[src/rtl/rv523_cell_pkg.sv]
// Shared definitions for the 4-input cell exerciser.
//   cell4_state_t : exerciser FSM states
//   TT_*          : expected-Y truth tables, bit v is the output for vector v
//                   (A1 = v[0] ... A4 = v[3])
package rv523_cell_pkg;

  typedef enum logic [1:0] {
    ST_IDLE,
    ST_APPLY,
    ST_SAMPLE,
    ST_DONE
  } cell4_state_t;

  localparam logic [15:0] TT_NAND4 = 16'h7FFF;
  localparam logic [15:0] TT_NOR4  = 16'h0001;
  localparam logic [15:0] TT_AND4  = 16'h8000;
  localparam logic [15:0] TT_OR4   = 16'hFFFE;

  localparam logic [3:0] VEC_LAST = 4'd15;

endpackage

[src/rtl/cell4_settle_timer.sv]
// Settle-time down-counter for the cell exerciser.
//   clk  : clock
//   rst  : synchronous active-high reset
//   load : reload the counter with SETTLE (asserted on the edge entering APPLY)
//   dec  : count down (high while the FSM sits in APPLY)
//   last : this is the final APPLY cycle; the next edge moves to SAMPLE
module cell4_settle_timer #(
  parameter int SETTLE = 2
) (
  input  logic clk,
  input  logic rst,
  input  logic load,
  input  logic dec,
  output logic last
);

  logic [3:0] count;

  // NOTE: state registers use non-blocking assignments so every flop samples
  // pre-edge values and simulation matches the synthesized netlist.
  always_ff @(posedge clk) begin
    if (rst)
      count <= '0;
    else if (load)
      count <= 4'(SETTLE);
    else if (dec && count != 4'd0)
      count <= count - 4'd1;
  end

  // Loaded with SETTLE, decremented once per APPLY cycle: the count reads 1
  // during the SETTLE-th APPLY cycle, so APPLY lasts exactly SETTLE cycles.
  assign last = (count == 4'd1);

endmodule

[src/rtl/cell4_exerciser.sv]
// Self-test stimulus/response block for 4-input library cells.
// Walks A1..A4 through all 16 vectors, holds each SETTLE cycles, samples Y
// against TRUTH and reports pass/fail, mismatch count and first failing vector.
//   CLK, RST          : clock, synchronous active-high reset
//   START / ABORT     : run request / run termination (back to IDLE, no DONE)
//   A1..A4            : registered stimulus, A1 = v[0] ... A4 = v[3]
//   Y                 : cell output, same clock domain
//   BUSY, DONE, PASS  : run in progress / run finished (level) / result
//   ERR_CNT           : mismatching vectors, 0..16
//   FAIL_VALID/FAIL_VEC : first failing vector of the run
module cell4_exerciser
  import rv523_cell_pkg::*;
#(
  parameter logic [15:0] TRUTH  = TT_NAND4,
  parameter int          SETTLE = 2
) (
  input  logic       CLK,
  input  logic       RST,
  input  logic       START,
  input  logic       ABORT,
  output logic       A1,
  output logic       A2,
  output logic       A3,
  output logic       A4,
  input  logic       Y,
  output logic       BUSY,
  output logic       DONE,
  output logic       PASS,
  output logic [4:0] ERR_CNT,
  output logic       FAIL_VALID,
  output logic [3:0] FAIL_VEC
);

  if (SETTLE < 1 || SETTLE > 15) begin : g_bad_settle
    $error("cell4_exerciser: SETTLE must be in 1..15");
  end

  cell4_state_t state;
  logic [3:0]   v;
  logic [3:0]   drive;
  logic         mismatch;
  logic         enter_apply;
  logic         settle_last;

  assign {A4, A3, A2, A1} = drive;

  // NOTE: case inequality so an X or Z on Y counts as a mismatch instead of
  // silently evaluating to X and skipping the error count.
  assign mismatch = (Y !== TRUTH[v]);

  // NOTE: every always_comb output gets a default first; a missing branch
  // would otherwise infer a latch.
  always_comb begin
    enter_apply = 1'b0;
    case (state)
      ST_IDLE, ST_DONE: enter_apply = START;
      ST_SAMPLE:        enter_apply = !ABORT && (v != VEC_LAST);
      default:          enter_apply = 1'b0;
    endcase
  end

  cell4_settle_timer #(.SETTLE(SETTLE)) u_timer (
    .clk  (CLK),
    .rst  (RST),
    .load (enter_apply),
    .dec  (state == ST_APPLY),
    .last (settle_last)
  );

  always_ff @(posedge CLK) begin
    if (RST) begin
      state      <= ST_IDLE;
      v          <= '0;
      drive      <= '0;
      BUSY       <= 1'b0;
      DONE       <= 1'b0;
      PASS       <= 1'b0;
      ERR_CNT    <= '0;
      FAIL_VALID <= 1'b0;
      FAIL_VEC   <= '0;
    end else begin
      case (state)
        ST_IDLE, ST_DONE: begin
          if (START) begin
            state      <= ST_APPLY;
            v          <= '0;
            drive      <= '0;
            BUSY       <= 1'b1;
            DONE       <= 1'b0;
            PASS       <= 1'b0;
            ERR_CNT    <= '0;
            FAIL_VALID <= 1'b0;
            FAIL_VEC   <= '0;
          end
        end

        ST_APPLY: begin
          if (ABORT) begin
            state <= ST_IDLE;
            drive <= '0;
            BUSY  <= 1'b0;
          end else if (settle_last) begin
            state <= ST_SAMPLE;
          end
        end

        ST_SAMPLE: begin
          // Abort wins: the sample of this cycle is dropped, partial results kept.
          if (ABORT) begin
            state <= ST_IDLE;
            drive <= '0;
            BUSY  <= 1'b0;
          end else begin
            if (mismatch) begin
              ERR_CNT <= ERR_CNT + 5'd1;
              if (!FAIL_VALID) begin
                FAIL_VALID <= 1'b1;
                FAIL_VEC   <= v;
              end
            end
            if (v == VEC_LAST) begin
              state <= ST_DONE;
              drive <= '0;
              BUSY  <= 1'b0;
              DONE  <= 1'b1;
              PASS  <= (ERR_CNT == 5'd0) && !mismatch;
            end else begin
              state <= ST_APPLY;
              v     <= v + 4'd1;
              drive <= v + 4'd1;
            end
          end
        end

        default: state <= ST_IDLE;
      endcase
    end
  end

endmodule

[config.mk]
export PLATFORM = sky130hd
export DESIGN_NAME = cell4_exerciser
export DESIGN_NICKNAME = d
export VERILOG_FILES = /design/src/rtl/rv523_cell_pkg.sv /design/src/rtl/cell4_settle_timer.sv /design/src/rtl/cell4_exerciser.sv
export SDC_FILE = /design/constraint.sdc
export NUM_CORES = 1
export LEC_CHECK = 0
export ABC_AREA = 1
export ABC_CLOCK_PERIOD_IN_PS = 1400
export BUFFER_PORTS_ARGS = -buffer_cell sky130_fd_sc_hd__buf_4
export CAP_MARGIN = 20
export CORE_MARGIN = 2
export CORE_UTILIZATION = 50
export DETAILED_ROUTE_END_ITERATION = 12
export PLACE_DENSITY = 0.83
export SETUP_SLACK_MARGIN = 0.4
export SLEW_MARGIN = 20
export SYNTH_ARGS = -nofsm -noshare
export SYNTH_HDL_FRONTEND = slang
export SYNTH_SLANG_ARGS = --single-unit
[constraint.sdc]
create_clock -name CLK -period 1.4 [get_ports CLK]
set_input_delay 0.07 -clock CLK [delete_from_list [all_inputs] [get_ports CLK]]
set_output_delay 0.07 -clock CLK [all_outputs]
set_load 0.1 [all_outputs]
[Word level (Yosys, flattened, before mapping)]
Memories as Yosys holds them, arrays and structs flattened. A register that Yosys moved wholly into a read port is not among the register bits.
Cells that the tools add are included.
Operators by class
  $lt $le $gt $ge: 1
  multipliers: 0
  shifts and indexed selects: 0
  add/sub/neg operators: 3
  reductions and logical operators: 19
  equality and inequality tests: 16
  multiplexer cells: 43
  div/mod/pow operators: 0
  bitwise logic cells: 0
Operators by type and width (number)
  2-to-1 mux 4 bit: 11
  case mux 4 bit (2 select lines): 2
  2-to-1 mux 5 bit: 3
  2-to-1 mux 2 bit: 7
  inequality test 2 bit, second input constant: 7
  2-to-1 mux 1 bit: 12
  case mux 4 bit (3 select lines): 1
  AND reduction 4 bit: 3
  case mux 5 bit (2 select lines): 1
  case mux 1 bit (2 select lines): 4
  inequality test 3 bit, second input constant: 2
  case mux 2 bit (3 select lines): 1
  adder 5 x 1 -> 5 bit, second input constant: 1
  logical NOT 5 bit: 1
  less-than comparator 4 x 5 -> 1 bit, second input constant: 1
  AND reduction 5 bit: 1
  adder 4 x 1 -> 4 bit, second input constant: 1
  equality test 2 bit, second input constant: 2
  equality test 4 x 1 -> 1 bit, second input constant: 1
  equality test 4 bit, second input constant: 1
  inequality test 4 bit, second input constant: 1
  AND reduction 2 bit: 2
  nonzero test 2 bit: 2
  nonzero test 4 bit: 1
  other kinds (9): 13
Word-level totals
  input bits: 5
  bits in read-only memories: 16
  RAM bits: 0
  register bits after elaboration: 27
  latch bits: 0
  memories: 1
Memory list
  (no name shown): depth 16, bits a word 1, read ports 1, clocked after memory_dff 1, write ports 0, RTL line cell4_exerciser.sv:49  | assign mismatch = (Y !== TRUTH[v]);

[Logic depth before layout (Yosys ltp)]
Gate-level depths: netlist of run 1.
  depth in word-level cells: 8
  mapped depth: 12
  depth with buffers taken out: 11

[Hierarchy]
Synthesis of run 1 repeated with hierarchy kept, for this count alone.
Unflattened totals
  cell total of the unflattened synthesis: 223
  area total of the unflattened synthesis: 1534.0 µm²
By module, submodules not included
  cell4_exerciser: area each 1286.2 µm², cells each 184, instances 1
  cell4_settle_timer: area each 247.7 µm², cells each 39, instances 1

[Worst setup path before layout of run 1]
No wires, ideal clock.
  kind: flip-flop to flip-flop
  start: reg ERR_CNT[1]
  end: reg ERR_CNT[4]
  stages on the path, launching flop included: 6
  arrival time: 1.706 ns
  buffers on the path: 0
  period minus slack after synthesis: 1.838 ns
  setup slack: -0.438 ns
  cell sequence: dfxtp_1 -> ha_1 -> nand3_1 -> xor2_1 -> nand4_1 -> a21oi_1
Between the ends
  word-level cells in the longest chain between the ends: 4
RTL lines
  from (decl): RTL line cell4_exerciser.sv:29  | output logic [4:0] ERR_CNT,
  from (signal assigned): RTL line cell4_exerciser.sv:115  | ERR_CNT <= ERR_CNT + 5'd1;
  adder 5 x 1 -> 5 bit: RTL line cell4_exerciser.sv:115
  2-to-1 mux 5 bit: RTL line cell4_exerciser.sv:114  | if (mismatch) begin
  2-to-1 mux 5 bit: RTL line cell4_exerciser.sv:109  | if (ABORT) begin
  case mux 5 bit (2 select lines): RTL line cell4_exerciser.sv:82  | case (state)
Every way passes these cells. The select of a mux whose other input is x is not followed.
A chain may end at the register's enable or synchronous reset.

==> impl_metrics.env, run 1 <==
export IMPL_synth_fp_nets=231
export IMPL_max_freq_mhz=662
export IMPL_tightest_slew_ps=467
export IMPL_synth_area_leaders="dfxtp_1 37%, nand2_1 16%, ha_1 7.5%, inv_1 6.5%, a21oi_1 6.3%"
export IMPL_n_antenna_cell=0
export IMPL_ys_types=27
export IMPL_setup_viol=15
export IMPL_top_layer_used="met4"
export IMPL_final_max_slew_viol_count=0
export IMPL_skew_ps=4.06
export IMPL_gr_total_overflow=0
export IMPL_grt_usage_pct=23.9
export IMPL_crit_path_start_kind="register"
export IMPL_grt_pass1_wl_um=6390
export IMPL_seq_area_frac_synth_pct=37.4
export IMPL_die_w_um=58.8
export IMPL_met2_length_um=2210
export IMPL_clock_path_buffers=2
export IMPL_drtIter0Drc=82
export IMPL_num_rows=19
export IMPL_p_int_mw=2.34
export IMPL_yosys_warnings=0
export IMPL_drcViolationCount=1
export IMPL_switchingPower_mw=2.26
export IMPL_cts_sinks=28
export IMPL_drive_above_1_share_pct=39.2
export IMPL_cp_max_fo=5
export IMPL_grt_setup_unrepaired="yes"
export IMPL_worst_hold_path_type="input port to register"
export IMPL_period_minus_slack_ps=1510
export IMPL_viasPerCell=5.45
export IMPL_crit_chain="ha_4 -> nand2_4 -> nand2_4 -> nor2_4 -> nand2_4 -> nand2_2 -> nand3_2 -> nor2_1 -> nand2_1"
export IMPL_clockRootBuffer="clkbuf_4"
export IMPL_ys_ff_latch=28
export IMPL_netlist_instances=217
export IMPL_clock_latency_ps=340
export IMPL_p_seq_share_pct=24.6
export IMPL_fp_dieArea_sq_um=3450
export IMPL_vias=1585
export IMPL_fin_nets=275
export IMPL_critPathRequiredTime_ps=1650
export IMPL_wl_per_cell_um=14.4
export IMPL_htreeDepth=1
export IMPL_hold_violations=4
export IMPL_wl_met1_um=1670
export IMPL_multi_input_area_sq_um=935
export IMPL_initial_core_util_pct=53.4
export IMPL_die_h_um=58.8
export IMPL_cts_tree="yes"
export IMPL_cap_violations=0
export IMPL_grt_pass1_vias=1524
export IMPL_pwr_share_clk_pct=8.6
export IMPL_p_leak_nw=0.998
export IMPL_place_hpwl_um=2550
export IMPL_cpMostUsedCell="nand2_4"
export IMPL_pin_count=22
export IMPL_grt_max_degree=16
export IMPL_slew_headroom_pct=68.8
export IMPL_wl_um=4190
export IMPL_setup_ws_ps=-111
export IMPL_critPathCaptureType="register"
export IMPL_criticalPathCategory="register to register"
export IMPL_synth_top_area_share_pct=37.4
export IMPL_synth_top_cell_by_area="dfxtp_1"
export IMPL_fin_area_sq_um=2270
export IMPL_p_sw_share_pct=49.2
export IMPL_cp_slowest_cell="dfxtp_4"
export IMPL_power_density_nw_per_um2=2030
export IMPL_violations="DRC, hold timing, setup timing"
export IMPL_seq_area_sq_um=606
export IMPL_ant_nets=0
export IMPL_area_growth_syn_to_layout_pct=51.2
export IMPL_holdWs_ps=-58.8
export IMPL_synth_area_per_cell_sq_um=6.91
export IMPL_arrival_ps=1760
export IMPL_status="finished with violations"
export IMPL_coreArea_sq_um=2810
export IMPL_min_period_over_period_pct=108
export IMPL_io_buffers=21
export IMPL_peakVddDrop_mv=1.54
export IMPL_routed_wl_met3_um=221
export IMPL_fillers=171
export IMPL_placed_area_sq_um=1840
export IMPL_combPwrFrac_pct=66.7
export IMPL_cts_hold_buf=1
export IMPL_slowest_delay_ps=400
export IMPL_finalWeightedCongestion=0.888
export IMPL_antenna_found_initial=0
export IMPL_path_clk_slew_ps=140
export IMPL_firstDrtPassIters=10
export IMPL_cts_inserted_buffers=3
export IMPL_netlist_area_sq_um=1500
[worst paths after layout]
| path | slack (ps) | end | from | cells after the start |
|---|---|---|---|---|
| worst max register to register | -110 | register | state[1]$_SDFFE_PP0P_ | 9 |
| worst min-delay path | -60 | drive[2]$_SDFFE_PP0P_ | RST | 2 |
| worst min register to register | 500 | DONE$_SDFFE_PP0P_ | DONE$_SDFFE_PP0P_ | 2 |
| worst max-delay path | -110 | register | state[1]$_SDFFE_PP0P_ | 9 |
[state kept, by name, indices dropped and copies added (netlist names), named ones only]
name and count:
FAIL_VALID 1, DONE 1, drive 4, FAIL_VEC 4, state 2, PASS 1, BUSY 1, ERR_CNT 5
u_timer.count 4, v 4
[cells by family (layout without fill, tap and decap cells)]
family / Yosys count / after routing / synth area share, %
and+or+nand+nor: 116 / 116 / 34.4
xor gates and xnor gates: 3 / 3 / 1.75
AOI/OAI and AO/OA: 29 / 29 / 10.4
adders and majority gates: 9 / 9 / 7.51
DFF: 28 / 28 / 37.4
buffers and inverters: 32 / 75 / 8.51
[worst max-delay path: cells and delay by family (launching register included)]
family | cells | cell delay, ps
flops | 1 | 400
fa+ha+maj | 1 | 270
simple gates | 8 | 750
[routing by layer]
| layer | track usage [%] | vias up |
|---|---|---|
| met1 | 28.9 | 739 |
| met3 | 5.27 | 10 |
| li1 | - | 780 |
| met5 | 0 | - |
| met4 | 9.42 | 0 |
| met2 | 41.0 | 56 |
[metrics by stage]
step	TNS (ps)	power [mW]	instances	util, %	setup WS (ps)
floorplan	0	3.01	217	-	14.9
global placement	-10.5	3.53	278	65.6	-10.5
detailed placement	-147	3.56	278	65.6	-98.7
CTS	-178	4.35	288	76.6	-47.0
global route	-2150	4.89	291	80.8	-174
finish	-570	4.60	291	80.8	-111
[cell type report]
class / instances / share of cell area [%]
sequential: 28 / 26.7
timing repair buffer: 43 / 23.9
inverter: 28 / 4.80
tap: 31 / 1.71
clock buffer: 4 / 1.60
multi-input combinational: 157 / 41.2
[synth_stat cells, drive strengths merged]
| library cell | instances |
|---|---|
| nand4 | 5 |
| clkbuf | 1 |
| dfxtp | 28 |
| nor2 | 22 |
| nor3 | 4 |
| clkinv | 1 |
| o21a | 1 |
| ha | 9 |
| o21ai | 7 |
| xnor2 | 1 |
| buf | 3 |
| a21boi | 1 |
| a22oi | 1 |
| a21oi | 19 |
| nand2 | 65 |
| nand3 | 18 |
| inv | 27 |
| or2 | 2 |
| xor2 | 2 |
[layout by cell type, fill, tap and decap left out, types with 6 or more instances in the layout]
cell | synthesis | layout
dfxtp_1 | 28 | 6
nand2_2 | 2 | 7
dfxtp_2 | 0 | 15
nand2_1 | 62 | 53
a21oi_1 | 19 | 16
nor2_1 | 19 | 18
inv_1 | 26 | 24
nand3_1 | 17 | 14
buf_12 | 0 | 17
dfxtp_4 | 0 | 7
buf_4 | 1 | 24
[repair_timing]
action | 4_1_cts | 5_1_grt
pin swaps | 8 | 11
setup endpoints to repair | 45 | 44
gates resized for setup | 60 | 27
setup buffers | 5 | 3
endpoints found under the hold margin | 9 | 4
[power groups by stage]
stage | clock network [mW] | logic, mW | registers [mW]
after global placement | 0 | 2.45 | 1.08
after detailed placement | 0 | 2.47 | 1.09
final | 0.397 | 3.07 | 1.13
after floorplan | 0 | 1.48 | 1.52
after CTS | 0.405 | 2.84 | 1.10
after global routing | 0.446 | 3.29 | 1.15
Note: power is estimated with default switching activity, not from simulation.
==> inputs of run 2 (changes only) <==
--- a/config.mk
+++ b/config.mk
@@ -10,9 +10,10 @@
 export BUFFER_PORTS_ARGS = -buffer_cell sky130_fd_sc_hd__buf_4
 export CAP_MARGIN = 20
 export CORE_MARGIN = 2
-export CORE_UTILIZATION = 50
+export CORE_UTILIZATION = 53
+export CTS_BUF_LIST = sky130_fd_sc_hd__clkbuf_8
 export DETAILED_ROUTE_END_ITERATION = 12
-export PLACE_DENSITY = 0.83
+export PLACE_DENSITY = 0.87
 export SETUP_SLACK_MARGIN = 0.4
 export SLEW_MARGIN = 20
 export SYNTH_ARGS = -nofsm -noshare
==> run 2 against run 1 <==
Net effect: the flow finishes with violations (setup timing); worst setup slack lost 18 ps; clock-buffer cell count shrank 1; combinational power grew 20%.
==> impl_metrics.env, run 2 (synthesis gave the netlist of run 1 again) <==
export IMPL_status="finished with violations"
export IMPL_violations="setup timing"
export IMPL_p_sw_share_pct=50.6
export IMPL_setup_viol=24
export IMPL_crit_path_start_kind="register"
export IMPL_area_growth_syn_to_layout_pct=53.2
export IMPL_finalWeightedCongestion=0.906
export IMPL_fp_dieArea_sq_um=3270
export IMPL_hold_violations=0
export IMPL_fillers=139
export IMPL_slew_headroom_pct=67.0
export IMPL_drcViolationCount=0
export IMPL_antenna_found_initial=0
export IMPL_r2r_start="state[0]$_SDFFE_PP0P_"
export IMPL_drive_above_1_share_pct=47.1
export IMPL_min_from="RST"
export IMPL_setup_ws_ps=-129
export IMPL_hold_end="u_timer.count[1]$_SDFFE_PP0P_"
export IMPL_pwr_share_clk_pct=8.8
export IMPL_fin_nets=278
export IMPL_cts_hold_buf=0
export IMPL_reg2regPathDepth=8
export IMPL_power_density_nw_per_um2=2290
export IMPL_pin_count=22
export IMPL_skew_ps=4.49
export IMPL_grt_setup_unrepaired="yes"
export IMPL_initial_core_util_pct=55.3
export IMPL_wl_um=4730
export IMPL_seq_area_sq_um=589
export IMPL_clockRootBuffer="clkbuf_8"
export IMPL_die_h_um=57.2
export IMPL_min_period_over_period_pct=109
export IMPL_viasPerCell=5.59
export IMPL_p_seq_share_pct=21.3
export IMPL_grt_usage_pct=24.4
export IMPL_gr_total_overflow=0
export IMPL_cp_max_fo=5
export IMPL_whs_path_depth=2
export IMPL_combPwrFrac_pct=69.9
export IMPL_coreArea_sq_um=2710
export IMPL_pre_cts_ws_ps=-85.7
export IMPL_arrival_ps=1740
export IMPL_worst_hold_path_type="input port to register"
export IMPL_clock_path_buffers=2
export IMPL_largest_register_ffs=5
export IMPL_die_w_um=57.2
export IMPL_firstDrtPassIters=4
export IMPL_grt_pass1_vias=1465
export IMPL_criticalPathCategory="register to register"
export IMPL_final_max_slew_viol_count=0
export IMPL_cap_violations=0
export IMPL_grt_max_degree=16
export IMPL_setup_tns_ps=-1550
export IMPL_regMostFlops="ERR_CNT"
export IMPL_place_hpwl_um=2560
export IMPL_holdWs_ps=66.8
export IMPL_n_antenna_cell=0
export IMPL_max_freq_mhz=654
export IMPL_io_buffers=21
export IMPL_r2r_end="u_timer.count[3]$_SDFFE_PP0P_"
export IMPL_num_rows=19
export IMPL_critPathRequiredTime_ps=1610
export IMPL_post_layout_nonfiller_instances=294
export IMPL_final_cell_mix="43 x nand2_1, 25 x buf_4, 22 x inv_1"
export IMPL_switchingPower_mw=2.67
export IMPL_path_clk_slew_ps=100
export IMPL_cts_tree="yes"
export IMPL_cts_inserted_buffers=3
export IMPL_r2r_slack_ps=-130
export IMPL_p_leak_nw=1.00
export IMPL_drtIter0Drc=72
export IMPL_htreeDepth=1
export IMPL_critPathCaptureType="register"
export IMPL_grt_pass1_wl_um=6240
export IMPL_peakVddDrop_mv=1.80
export IMPL_cts_sinks=28
export IMPL_period_minus_slack_ps=1530
export IMPL_tightest_slew_ps=495
export IMPL_p_int_mw=2.60
export IMPL_clock_latency_ps=280
export IMPL_ant_nets=0
export IMPL_wl_per_cell_um=16.1
export IMPL_final_common_cell="nand2_1"
export IMPL_multi_input_area_sq_um=1080
export IMPL_placedCellCount=279
export IMPL_vias=1644
-- run 2: changes by cell type in the layout (fill, tap and decap cells not counted), moves of 3 or more --
cell,change
nand2_1,-10
nand3_1,-4
o21ai_2,+5
clkbuf_4,-3
buf_12,-17
dfxtp_1,+9
buf_6,+18
nand3_2,+3
dfxtp_2,-7
o21ai_0,-4
nand2_2,+7
-- run 2: per-layer routing --
layer | up-vias | routed length [um] | track usage [%]
met5 | - | 0 | 0
met4 | 0 | 204 | 11.0
met2 | 60 | 2400 | 42.2
li1 | 781 | - | -
met1 | 782 | 1890 | 30.2
met3 | 21 | 232 | 3.17
-- run 2: repair_timing --
item | CTS | global route
setup endpoints to repair | 32 | 39
pin swaps | 15 | 22
gates resized for setup | 30 | 59
setup buffers | 5 | 6
cloned | 0 | 0
-- run 2: power by group through the flow --
stage	Clock [mW]	Sequential (mW)	Combinational (mW)
floorplan	0	1.52	1.48
global placement	0	1.08	2.45
detailed placement	0	1.08	2.49
CTS	0.460	1.08	2.90
global route	0.491	1.14	3.89
finish	0.462	1.12	3.68
-- run 2: how the worst max path moves through the flow --
stage | end | start | slack (ps) | cells after the start
finish | u_timer.count[3]$_SDFFE_PP0P_ | state[0]$_SDFFE_PP0P_ | -130 | 8
global route | register | state[0]$_SDFFE_PP0P_ | -190 | 11
CTS | PASS$_SDFFE_PP0P_ | state[0]$_SDFFE_PP0P_ | -50 | 9
detailed placement | register | state[0]$_SDFFE_PP0P_ | -90 | 10
global placement | register | state[1]$_SDFFE_PP0P_ | -60 | 9
floorplan | register | state[0]$_SDFFE_PP0P_ | 10 | 11
-- run 2: area by class of cell --
class	instances	share of cell area [%]
timing repair buffer	46	18.8
clock buffer	3	1.80
sequential	28	25.7
inverter	28	4.85
multi-input combinational	157	47.0
tap	31	1.69
clock inverter	1	0.163
-- run 2: critical path, cell delays in order, from the launching register on --
cell,delay (ps)
dfxtp_4,370
buf_4,110
buf_6,100
ha_4,130
a21boi_4,200
buf_6,150
nand3_2,70
xor2_1,170
nor2_1,150
-- run 2: per-stage QoR --
stage | util (%) | instance area [sq um] | total power [mW]
after detailed placement | 68.2 | 1850 | 3.58
after floorplan | - | 1570 | 3.01
after global placement | 68.2 | 1850 | 3.52
final | 84.7 | 2300 | 5.27
after CTS | 75.8 | 2050 | 4.43
after global routing | 84.7 | 2300 | 5.52
==> inputs of run 3 (changes only) <==
--- a/config.mk
+++ b/config.mk
@@ -8,8 +8,6 @@
 export ABC_AREA = 1
 export ABC_CLOCK_PERIOD_IN_PS = 1400
 export BUFFER_PORTS_ARGS = -buffer_cell sky130_fd_sc_hd__buf_4
-export CAP_MARGIN = 20
-export CORE_MARGIN = 2
 export CORE_UTILIZATION = 53
 export CTS_BUF_LIST = sky130_fd_sc_hd__clkbuf_8
 export DETAILED_ROUTE_END_ITERATION = 12
==> run 3 against run 2 <==
Net effect: the run still ends with setup timing left; combinational power is 6.0% lower; worst setup slack got worse by 55 ps; final cell count fell by 0.68%; global-route usage increased by 3.0 points; power is 4.6% lower; worst hold slack worse by 3.7 ps; clock power shrank 0.9%; clock skew increased by 2.0 ps; first-iteration DRC count increased by 5.6%; cell area decreased by 4.1%; die area decreased by 6.9%; critical path type unchanged; critical endpoint is now ERR_CNT[0]$_SDFFE_PP0P_; largest power group unchanged.
==> impl_metrics.env, run 3 (synthesis gave the netlist of run 1 again) <==
export IMPL_violations="setup timing"
export IMPL_gr_total_overflow=0
export IMPL_die_w_um=55.2
export IMPL_setup_viol=25
export IMPL_wl_um=4640
export IMPL_clock_latency_ps=280
export IMPL_vias=1664
export IMPL_setup_ws_ps=-184
export IMPL_p_leak_nw=0.977
export IMPL_finalWeightedCongestion=0.886
export IMPL_period_minus_slack_ps=1580
export IMPL_cp_max_fo=6
export IMPL_tightest_slew_ps=468
export IMPL_hold_violations=0
export IMPL_arrival_ps=1760
export IMPL_placed_area_sq_um=1840
export IMPL_clock_path_buffers=2
export IMPL_grt_usage_pct=27.5
export IMPL_criticalPathCategory="register to register"
export IMPL_critPathCaptureType="register"
export IMPL_crit_path_start_kind="register"
export IMPL_top_layer_used="met4"
export IMPL_met2_length_um=2360
export IMPL_path_clk_slew_ps=100
export IMPL_initial_core_util_pct=58.4
export IMPL_placedCellCount=277
export IMPL_largest_register_ffs=5
export IMPL_grt_pass1_wl_um=5830
export IMPL_status="finished with violations"
export IMPL_cts_hold_buf=0
export IMPL_place_hpwl_um=2480
export IMPL_fillers=152
export IMPL_cts_sinks=28
export IMPL_antenna_found_initial=0
export IMPL_drcViolationCount=0
export IMPL_final_cell_mix="43 x nand2_1, 26 x buf_4, 21 x inv_1"
export IMPL_viasPerCell=5.70
export IMPL_critPathRequiredTime_ps=1580
export IMPL_grt_pass1_vias=1381
export IMPL_htreeDepth=1
export IMPL_grt_setup_unrepaired="yes"
export IMPL_power_density_nw_per_um2=2280
export IMPL_worst_hold_path_type="input port to register"
export IMPL_fin_area_sq_um=2200
export IMPL_drtIter0Drc=76
export IMPL_post_layout_nonfiller_instances=292
export IMPL_min_period_over_period_pct=113
export IMPL_routed_wl_met3_um=291
export IMPL_skew_ps=6.47
export IMPL_power_total_mw=5.02
export IMPL_slew_headroom_pct=68.7
export IMPL_cts_inserted_buffers=3
export IMPL_firstDrtPassIters=5
export IMPL_pin_count=22
export IMPL_peakVddDrop_mv=2.04
export IMPL_die_h_um=55.2
export IMPL_final_max_slew_viol_count=0
export IMPL_max_freq_mhz=631
export IMPL_ant_nets=0
export IMPL_grt_max_degree=16
export IMPL_wl_met1_um=1800
export IMPL_coreArea_sq_um=2570
export IMPL_io_buffers=21
export IMPL_cts_tree="yes"
export IMPL_num_rows=18
export IMPL_final_common_cell="nand2_1"
export IMPL_drive_above_1_share_pct=43.1
export IMPL_fp_dieArea_sq_um=3040
export IMPL_area_growth_syn_to_layout_pct=46.8
export IMPL_cap_violations=0
export IMPL_regMostFlops="ERR_CNT"
export IMPL_wl_per_cell_um=15.9
export IMPL_fin_nets=277
export IMPL_clockRootBuffer="clkbuf_8"
export IMPL_n_antenna_cell=0
run 3: repair_timing:
action / 4_1_cts / 5_1_grt
setup endpoints to repair: 34 / 36
hold endpoints to repair: 0 / 0
setup buffers: 3 / 8
pin swaps: 7 / 29
gates resized for setup: 22 / 48
run 3: layer usage:
| layer | up-vias | track usage, % |
|---|---|---|
| met5 | - | 0 |
| li1 | 782 | - |
| met1 | 787 | 32.3 |
| met3 | 21 | 3.55 |
| met2 | 74 | 47.4 |
| met4 | 0 | 15.8 |
run 3: final cells by class:
cell class              count  area (sq um)  share of cell area [%]
repair buffers             45           409                    18.6
clock buffers               3          41.3                    1.88
clock inverters             1          3.75                   0.171
flip-flops and latches     28           584                    26.5
well taps                  30          37.5                    1.71
inverters                  28           114                    5.17
multi-input cells         157          1010                    45.9
run 3: path summary, 6_finish.rpt:
check / from / endpoint / slack (ps) / cells after the start
worst max-delay path: state[0]$_SDFFE_PP0P_ / ERR_CNT[0]$_SDFFE_PP0P_ / -180 / 9
worst min-delay path: RST / ERR_CNT[1]$_SDFFE_PP0P_ / 60 / 2
worst max register to register: state[0]$_SDFFE_PP0P_ / ERR_CNT[0]$_SDFFE_PP0P_ / -180 / 9
worst min register to register: drive[0]$_SDFFE_PP0P_ / drive[0]$_SDFFE_PP0P_ / 460 / 2
run 3: per-stage QoR:
stage / worst slack [ps] / hold slack [ps] / setup TNS [ps] / util [%]
after floorplan: 14.9 / 132 / 0 / -
after global placement: -18.8 / 363 / -35.5 / 71.6
after detailed placement: -93.0 / 358 / -207 / 71.6
after CTS: -53.7 / 61.0 / -217 / 77.5
after global routing: -246 / 59.3 / -3940 / 85.7
final: -184 / 63.0 / -1980 / 85.7
run 3: power by group:
part	internal (mW)	leakage, nW	switching (mW)	total, mW
clock network	0.198	0.0269	0.260	0.458
logic	1.32	0.715	2.13	3.46
registers	0.967	0.234	0.142	1.11
run 3: worst max-delay path: stages, from the launching register on:
cell	delay [ps]
dfxtp_2	370
inv_4	50
ha_4	270
nand2_4	80
nand2_4	60
buf_4	140
nor2_4	180
nand2_4	110
o21ai_1	170
a21oi_1	60
